`config.mk`:
```
export PLATFORM = sky130hd
export DESIGN_NAME = vga_frame_scanner
export DESIGN_NICKNAME = d
export VERILOG_FILES = /design/src/rtl/vga_pkg.sv /design/src/rtl/vga_sync_counter.sv /design/src/rtl/vga_frame_scanner.sv
export SDC_FILE = /design/constraint.sdc
export NUM_CORES = 1
export LEC_CHECK = 0
export ABC_CLOCK_PERIOD_IN_PS = 3100
export CAP_MARGIN = 20
export CORE_ASPECT_RATIO = 1.5
export CORE_MARGIN = 3
export CORE_UTILIZATION = 55
export DETAILED_ROUTE_END_ITERATION = 8
export PLACE_DENSITY = 0.89
export SYNTH_ARGS = -nofsm -noshare
export SYNTH_HDL_FRONTEND = slang
export SYNTH_HIERARCHICAL = 1
export SYNTH_SLANG_ARGS = --single-unit
```
`constraint.sdc`:
```
create_clock -name clk -period 3.1 [get_ports clk]
set_input_delay 0.31 -clock clk [delete_from_list [all_inputs] [get_ports clk]]
set_output_delay 0.31 -clock clk [all_outputs]
set_load 0.01 [all_outputs]
```
`src/rtl/vga_pkg.sv`:
```
// Shared timing constants and pipeline types for the VGA frame scanner.
package vga_pkg;

  localparam int H_VIS  = 640;
  localparam int H_FP   = 16;
  localparam int H_SYNC = 96;
  localparam int H_BP   = 48;
  localparam int H_TOT  = H_VIS + H_FP + H_SYNC + H_BP;

  localparam int V_VIS  = 480;
  localparam int V_FP   = 10;
  localparam int V_SYNC = 2;
  localparam int V_BP   = 33;
  localparam int V_TOT  = V_VIS + V_FP + V_SYNC + V_BP;

  // Image-memory address width and the counter width that covers H_TOT/V_TOT.
  localparam int ADDR_W = 19;
  localparam int CNT_W  = 10;

  // One slot of the control delay line that travels alongside the pixel data.
  typedef struct packed {
    logic vis;
    logic hs_n;
    logic vs_n;
    logic show;
  } stage_t;

  localparam stage_t STAGE_IDLE = '{vis: 1'b0, hs_n: 1'b1, vs_n: 1'b1, show: 1'b0};

endpackage

```
`src/rtl/vga_sync_counter.sv`:
```
// Stage-0 raster counters and the timing decodes derived from them.
module vga_sync_counter #(
  parameter int H_VIS  = vga_pkg::H_VIS,
  parameter int H_FP   = vga_pkg::H_FP,
  parameter int H_SYNC = vga_pkg::H_SYNC,
  parameter int H_BP   = vga_pkg::H_BP,
  parameter int V_VIS  = vga_pkg::V_VIS,
  parameter int V_FP   = vga_pkg::V_FP,
  parameter int V_SYNC = vga_pkg::V_SYNC,
  parameter int V_BP   = vga_pkg::V_BP
) (
  input  logic                      clk_i,
  input  logic                      reset_i,
  output logic [vga_pkg::CNT_W-1:0] hcount_o,
  output logic [vga_pkg::CNT_W-1:0] vcount_o,
  output logic                      visible_o,
  output logic                      hs_n_o,
  output logic                      vs_n_o,
  output logic                      frame_start_o
);
  import vga_pkg::*;

  localparam logic [CNT_W-1:0] H_LAST  = CNT_W'(H_VIS + H_FP + H_SYNC + H_BP - 1);
  localparam logic [CNT_W-1:0] V_LAST  = CNT_W'(V_VIS + V_FP + V_SYNC + V_BP - 1);
  localparam logic [CNT_W-1:0] H_VIS_C = CNT_W'(H_VIS);
  localparam logic [CNT_W-1:0] V_VIS_C = CNT_W'(V_VIS);
  localparam logic [CNT_W-1:0] HS_BEG  = CNT_W'(H_VIS + H_FP);
  localparam logic [CNT_W-1:0] HS_END  = CNT_W'(H_VIS + H_FP + H_SYNC);
  localparam logic [CNT_W-1:0] VS_BEG  = CNT_W'(V_VIS + V_FP);
  localparam logic [CNT_W-1:0] VS_END  = CNT_W'(V_VIS + V_FP + V_SYNC);

  logic [CNT_W-1:0] hcount_q, hcount_d;
  logic [CNT_W-1:0] vcount_q, vcount_d;
  // Low while in reset and for the one clock after it; keeps (0,0) from being counted twice.
  logic             active_q;

  // Next raster position: hold while idle, otherwise step with line and frame wrap.
  always_comb begin
    hcount_d = hcount_q;
    vcount_d = vcount_q;
    if (active_q) begin
      if (hcount_q == H_LAST) begin
        hcount_d = '0;
        if (vcount_q == V_LAST) vcount_d = '0;
        else                    vcount_d = vcount_q + CNT_W'(1);
      end else begin
        hcount_d = hcount_q + CNT_W'(1);
      end
    end
  end

  // Counter registers; the frame restarts at (0,0) on the first clock after reset.
  always_ff @(posedge clk_i) begin
    if (reset_i) begin
      hcount_q <= '0;
      vcount_q <= '0;
      active_q <= 1'b0;
    end else begin
      hcount_q <= hcount_d;
      vcount_q <= vcount_d;
      active_q <= 1'b1;
    end
  end

  assign hcount_o      = hcount_q;
  assign vcount_o      = vcount_q;
  assign visible_o     = active_q && (hcount_q < H_VIS_C) && (vcount_q < V_VIS_C);
  assign hs_n_o        = !((hcount_q >= HS_BEG) && (hcount_q < HS_END));
  assign vs_n_o        = !((vcount_q >= VS_BEG) && (vcount_q < VS_END));
  assign frame_start_o = active_q && (hcount_q == '0) && (vcount_q == '0);

endmodule

```
`src/rtl/vga_frame_scanner.sv`:
```
// VGA scan-out of the filtered image: window addressing, memory-latency alignment and colour mux.
module vga_frame_scanner #(
  parameter int         H_VIS  = vga_pkg::H_VIS,
  parameter int         H_FP   = vga_pkg::H_FP,
  parameter int         H_SYNC = vga_pkg::H_SYNC,
  parameter int         H_BP   = vga_pkg::H_BP,
  parameter int         V_VIS  = vga_pkg::V_VIS,
  parameter int         V_FP   = vga_pkg::V_FP,
  parameter int         V_SYNC = vga_pkg::V_SYNC,
  parameter int         V_BP   = vga_pkg::V_BP,
  parameter int         IMG_W  = 320,
  parameter int         IMG_H  = 240,
  parameter int         X0     = 160,
  parameter int         Y0     = 120,
  parameter int         RD_LAT = 1,
  parameter logic [7:0] BORDER = 8'h00
) (
  input  logic                       clk,
  input  logic                       reset,
  input  logic                       frame_ready,
  output logic [vga_pkg::ADDR_W-1:0] pix_addr,
  input  logic [7:0]                 pix_data,
  output logic                       vga_hs,
  output logic                       vga_vs,
  output logic                       vga_blank,
  output logic                       vga_clock,
  output logic [7:0]                 r_out,
  output logic [7:0]                 g_out,
  output logic [7:0]                 b_out,
  output logic                       frame_start
);
  import vga_pkg::*;

  localparam int               COL_W  = $clog2(IMG_W + 1);
  localparam logic [CNT_W-1:0] WIN_X0 = CNT_W'(X0);
  localparam logic [CNT_W-1:0] WIN_X1 = CNT_W'(X0 + IMG_W);
  localparam logic [CNT_W-1:0] WIN_XL = CNT_W'(X0 + IMG_W - 1);
  localparam logic [CNT_W-1:0] WIN_Y0 = CNT_W'(Y0);
  localparam logic [CNT_W-1:0] WIN_Y1 = CNT_W'(Y0 + IMG_H);

  logic [CNT_W-1:0]  hcount, vcount;
  logic              visible, hs_n, vs_n, fs;
  logic              in_win, ready_eff;
  stage_t            stage0;

  logic              ready_q, ready_d;
  logic [ADDR_W-1:0] row_base_q, row_base_d;
  logic [COL_W-1:0]  col_q, col_d;
  logic [ADDR_W-1:0] pix_addr_q, pix_addr_d;
  stage_t            dl_q [RD_LAT+1];
  logic              hs_q, vs_q, blank_q;
  logic [7:0]        grey_q, grey_d;

  vga_sync_counter #(
    .H_VIS (H_VIS),  .H_FP (H_FP),  .H_SYNC (H_SYNC),  .H_BP (H_BP),
    .V_VIS (V_VIS),  .V_FP (V_FP),  .V_SYNC (V_SYNC),  .V_BP (V_BP)
  ) u_sync (
    .clk_i         (clk),
    .reset_i       (reset),
    .hcount_o      (hcount),
    .vcount_o      (vcount),
    .visible_o     (visible),
    .hs_n_o        (hs_n),
    .vs_n_o        (vs_n),
    .frame_start_o (fs)
  );

  // The latch only changes at frame start, so the new ready applies from the frame's first pixel.
  assign in_win    = visible && (hcount >= WIN_X0) && (hcount < WIN_X1)
                             && (vcount >= WIN_Y0) && (vcount < WIN_Y1);
  assign ready_eff = fs ? frame_ready : ready_q;
  assign stage0    = '{vis: visible, hs_n: hs_n, vs_n: vs_n, show: in_win && ready_eff};

  // Incremental row-major address: column offset plus a row base stepped by IMG_W per window line.
  always_comb begin
    ready_d    = ready_eff;
    row_base_d = row_base_q;
    col_d      = col_q;
    pix_addr_d = pix_addr_q;
    if (fs) begin
      row_base_d = '0;
      col_d      = '0;
    end
    if (in_win) begin
      pix_addr_d = row_base_q + ADDR_W'(col_q);
      if (hcount == WIN_XL) begin
        col_d      = '0;
        row_base_d = row_base_q + ADDR_W'(IMG_W);
      end else begin
        col_d = col_q + COL_W'(1);
      end
    end
  end

  // Address generator and frame-ready latch registers.
  always_ff @(posedge clk) begin
    if (reset) begin
      ready_q    <= 1'b0;
      row_base_q <= '0;
      col_q      <= '0;
      pix_addr_q <= '0;
    end else begin
      ready_q    <= ready_d;
      row_base_q <= row_base_d;
      col_q      <= col_d;
      pix_addr_q <= pix_addr_d;
    end
  end

  // Control delay line: slot RD_LAT lines up with the pix_data answering this pixel's address.
  always_ff @(posedge clk) begin
    if (reset) begin
      for (int i = 0; i <= RD_LAT; i++) dl_q[i] <= STAGE_IDLE;
    end else begin
      dl_q[0] <= stage0;
      for (int i = 1; i <= RD_LAT; i++) dl_q[i] <= dl_q[i-1];
    end
  end

  // Colour select: black in blanking, image sample inside a ready window, border elsewhere.
  always_comb begin
    grey_d = 8'h00;
    if (dl_q[RD_LAT].vis) grey_d = dl_q[RD_LAT].show ? pix_data : BORDER;
  end

  // Output register so sync, blank and colour leave on the same edge.
  always_ff @(posedge clk) begin
    if (reset) begin
      hs_q    <= 1'b1;
      vs_q    <= 1'b1;
      blank_q <= 1'b0;
      grey_q  <= 8'h00;
    end else begin
      hs_q    <= dl_q[RD_LAT].hs_n;
      vs_q    <= dl_q[RD_LAT].vs_n;
      blank_q <= dl_q[RD_LAT].vis;
      grey_q  <= grey_d;
    end
  end

  assign pix_addr    = pix_addr_q;
  assign vga_hs      = hs_q;
  assign vga_vs      = vs_q;
  assign vga_blank   = blank_q;
  assign vga_clock   = ~clk;
  assign r_out       = grey_q;
  assign g_out       = grey_q;
  assign b_out       = grey_q;
  assign frame_start = fs;

endmodule

```
After elaboration in Yosys (flattened, before gate mapping)
Memory sizes are Yosys's and may differ from the RTL's.
Cells that the tools add are included.
{ "totals": {"elab_cells": 67, "reg_bits": 80, "out_inout_bits": 48, "ram_bits": 8, "input_bits": 11, "mem_count": 1} }
{ "mem_list": {"columns": ["name", "depth", "word_bits", "rd", "rd_clocked_by_memory_dff", "wr", "line_no", "rtl"], "rows": [
  ["dl_q", 2, 4, 2, 0, 2, "vga_frame_scanner.sv:50", "stage_t dl_q [RD_LAT+1];"]
]} }
{ "classes": {"n_eq_ne": 3, "magnitude_cmp": 10, "reduce_logical": 18, "n_mux": 14, "n_addsub": 5, "bitwise": 5} }
{ "ops": {"columns": ["op", "n"], "rows": [
  ["$mux W19", 3],
  ["$lt A10 B9 Y1 const B", 4],
  ["$mux W9", 3],
  ["$add A10 B1 Y10 const B", 2],
  ["$eq A10 B10 Y1 const B", 2],
  ["$logic_not A10 Y1", 2],
  ["$lt A10 B10 Y1 const B", 2],
  ["$mux W10", 2],
  ["$add A19 B9 Y19", 1],
  ["$add A19 B9 Y19 const B", 1],
  ["$logic_and A1 B1 Y1", 11],
  ["$eq A10 B9 Y1 const B", 1],
  ["$ge A10 B10 Y1 const B", 1],
  ["$ge A10 B7 Y1 const B", 1],
  ["$ge A10 B8 Y1 const B", 1],
  ["$ge A10 B9 Y1 const B", 1],
  ["$add A9 B1 Y9 const B", 1],
  ["$mux W4", 2],
  ["$mux W1", 4],
  ["$not A1 Y1", 3],
  ["$reduce_or A3 Y1", 1],
  ["$logic_not A1 Y1", 2],
  ["$or A1 B1 Y1", 2],
  ["$reduce_and A2 Y1", 1],
  ["$reduce_bool A2 Y1", 1]
]} }

Depth between registers and ports, before layout
{ "depth": {"word_depth": 9, "ltp_mapped": 10, "mapped_depth_nobuf": 9} }

Modules after synthesis
Netlist, hierarchy kept.
{ "modules_own_cells": {"columns": ["module", "cells_per_inst", "n_inst", "area_each_um2", "seq_area_each_um2"], "rows": [
  ["vga_frame_scanner", 362, 1, 3280.6, 1341.3],
  ["vga_sync_counter", 125, 1, 1096.1, 420.4]
]} }

==> flow_summary.yaml <==
worst_hold_path:
  worstHoldPathType: "flip-flop to flip-flop"
  min_to: "dl_q[0][5]$_SDFF_PP1_"
  min_from: "dl_q[0][1]$_SDFF_PP1_"
  hold_depth: 1
detailed_routing:
  routed_wl_um: 10060
  drc_errors: 0
  via_per_inst: 5.847
  ant_nets: 0
  first_pass_iters: 4
  drt_first_iter_violations: 177
  wl_per_cell_um: 15.89
  via_count: 3701
worst_setup_path:
  cp-start-kind: "clock port"
  critPathKind: "clock port to output port"
  path_max_fanout: 15
  r2r-start: "col_q[0]$_SDFFE_PP0P_"
  critPathCaptureType: "output port"
  rr_endpoint: "pix_addr[10]$_SDFFE_PP0P_"
  rr_worst_depth: 8
  worstPathArrival_ns: 2.46
  critical_path_required_ns: 2.79
  ff2ff_setup_slack_ns: 0.47
place:
  gp_congestion: 0.8827
  dp_cells: 617
  io_buffers: 58
  dp_hpwl_um: 7220
yosys:
  synth_nets: 514
  syn_avg_cell_area_sq_um: 8.987
  synthesis.area_sq_mm: 0.004377
  yosys_warnings: 6
  synthTopCellsByCount: "88 x dfxtp_1, 50 x nor2_1, 29 x nand2_1"
  synth-edff-count: 0
  yosys_most_used_dff: "dfxtp_1"
  synth_area_leaders: "dfxtp_1 40%, ha_1 4.3%, nor2_1 4.3%"
  synth_cells: 487
  yosys.area.top_type: "dfxtp_1"
  synth.most_common_cell: "dfxtp_1"
  ys_types: 65
  synth_seq_area_share: 0.4025
  synth_top_area_frac: 0.4025
  ys_ff_latch: 88
  synthArstFlopShare: 0
floorplan:
  core_area_sq_mm: 0.007661
  die_h_um: 115.3
  rows: 39
  die_x_um: 78.84
  die_area_sq_mm: 0.009086
  ioPinCount: 59
  start_util: 0.5713
timing:
  worst_pin_slew_ns: 0.7844
  setup_tns_ns: 0
  slew_headroom: 0.4771
  grt_setup_unrepaired: "no"
  setup_viol: 0
  skew_ns: 0.009121
  finalHoldViolations: 0
  maxSlewViolCount: 0
final_layout:
  fin_util: 0.6786
  antenna_cells: 0
  nets: 553
  layoutNonFillerInstCount: 633
  syn2layout_area_growth_pct: 18.78
  multi_input_area_sq_mm: 0.002360
  seqCellArea_sq_mm: 0.001762
  fillCellCount: 594
  drive_gt1_frac: 0.09228
clocking:
  clkLatencyLatePin_ns: 0.34
  numCtsBuffers: 9
  cts_hold_buf: 0
  cts_setup_buffers: 0
  path_clk_slew_ns: 0.06
  cts_root_buf: "clkbuf_16"
  cts_buffer_depth: 2
  cts.htree.levels: 3
  cts_resized: 0
  tritoncts: "yes"
power_and_ir_drop:
  powerDensity_mw_per_mm2: 441.7
  p_leak_nw: 1.925
  vdd_ir_drop_max_v: 0.0003278
global_route:
  grt_pass1_vias: 3606
  grt_pass1_wl_um: 16420
  overflow: 0
  grt_max_degree: 44
  antenna_found_initial: 0
  grt_use_total: 0.2290
run_status:
  outcome: "finished clean"
flow_run:
  cap_violations: 0
[worst max-delay path by stage]
stage / from / end / slack (ns) / cells past startpoint
2_1_floorplan: u_sync/hcount_o[7]$_SDFFE_PP0P_ / row_base_q[10]$_SDFF_PP0_ / 0.68 / 7
3_3_place_gp: u_sync/vcount_o[7]$_SDFFE_PP0P_ / col_q[5]$_SDFFE_PP0P_ / 0.62 / 8
3_5_place_dp: u_sync/vcount_o[7]$_SDFFE_PP0P_ / pix_addr[10]$_SDFFE_PP0P_ / 0.52 / 7
4_1_cts: clk / vga_clock / 0.31 / 4
5_1_grt: col_q[0]$_SDFFE_PP0P_ / pix_addr[10]$_SDFFE_PP0P_ / 0.19 / 8
6_report: clk / vga_clock / 0.33 / 4
[cell type report]
cell class                 instances  share of cell area
clock buffer                      11             0.05006
sequential                        88              0.3389
clock inverter                     7            0.008664
tap                              102             0.02455
multi-input combinational        351              0.4539
inverter                          13            0.009386
timing repair buffer              61              0.1146
[layer usage]
layer | vias up | routed length, um | global-route usage
met2 | 105 | 5589 | 0.4197
met4 | 0 | 379 | 0.1456
met5 | - | 0 | 0
li1 | 1803 | - | -
met3 | 29 | 367 | 0.04075
met1 | 1764 | 3721 | 0.2378
[sequential cells by signal, summed over array words and instances, names as in the netlist]
signal / count
dl_q: 8
col_q: 9
b_out: 8
u_sync/active_q: 1
vga_blank: 1
vga_hs: 1
pix_addr: 19
row_base_q: 19
u_sync/vcount_o: 10
u_sync/hcount_o: 10
vga_vs: 1
ready_q: 1
[cells in the final DEF, fill, tap and decap left out, drive strengths merged, types with 2 or more instances in the layout]
| master | count |
|---|---|
| dfxtp | 88 |
| clkdlybuf4s50 | 57 |
| nor2 | 51 |
| nand2 | 29 |
| a21oi | 23 |
| and3 | 21 |
| nor3 | 21 |
| o21ai | 21 |
| xnor2 | 19 |
| nand3 | 19 |
| inv | 16 |
| xor2 | 15 |
| ha | 15 |
| a211oi | 14 |
| nand4 | 11 |
| clkbuf | 10 |
| and2 | 7 |
| or2 | 7 |
| nor3b | 7 |
| or3 | 6 |
| a21o | 5 |
| or4 | 5 |
| nor2b | 5 |
| buf | 5 |
| o21bai | 4 |
| and4 | 4 |
| nand3b | 4 |
| clkinv | 4 |
| o31ai | 4 |
| mux2i | 3 |
| a211o | 3 |
| nor4b | 3 |
| nand2b | 3 |
| o41ai | 2 |
| o21a | 2 |
| and4b | 2 |
| nor4 | 2 |
[cell families (layout without fill, tap and decap cells)]
group	after synthesis	in the layout	share of synthesized area
compound gates	86	86	0.1318
xor+xnor	34	34	0.06804
fa+ha+maj	16	16	0.04746
buf+inv	48	92	0.05975
flops	88	88	0.4025
mux	3	3	0.006861
simple gates	212	212	0.2836
[power breakdown]
group,leakage [nW],switching (W),internal (W)
combinational,1.06,0.0000447,0.0000331
sequential,0.710,0.00000578,0.00114
clock,0.159,0.000461,0.000615
total,1.92,0.000511,0.00179
[worst max-delay path: stages]
cell             delay [ns]
clkbuf_16              0.17
clkbuf_16              0.17
inv_1                  0.05
clkdlybuf4s50_1        0.52
[stage by stage]
| step | total power [W] | cell area, sq um | hold WS (ns) | worst slack [ns] |
|---|---|---|---|---|
| final | 0.002296 | 5199 | 0.4076 | 0.3303 |
| after detailed placement | 0.001279 | 4907 | 0.3936 | 0.5163 |
| after global routing | 0.002382 | 5199 | 0.4230 | 0.1894 |
| after floorplan | 0.001224 | 4377 | 0.3535 | 0.6839 |
| after global placement | 0.001276 | 4907 | 0.3908 | 0.6240 |
| after CTS | 0.002322 | 5199 | 0.4088 | 0.3123 |
Power figures use the tool's default switching activity.
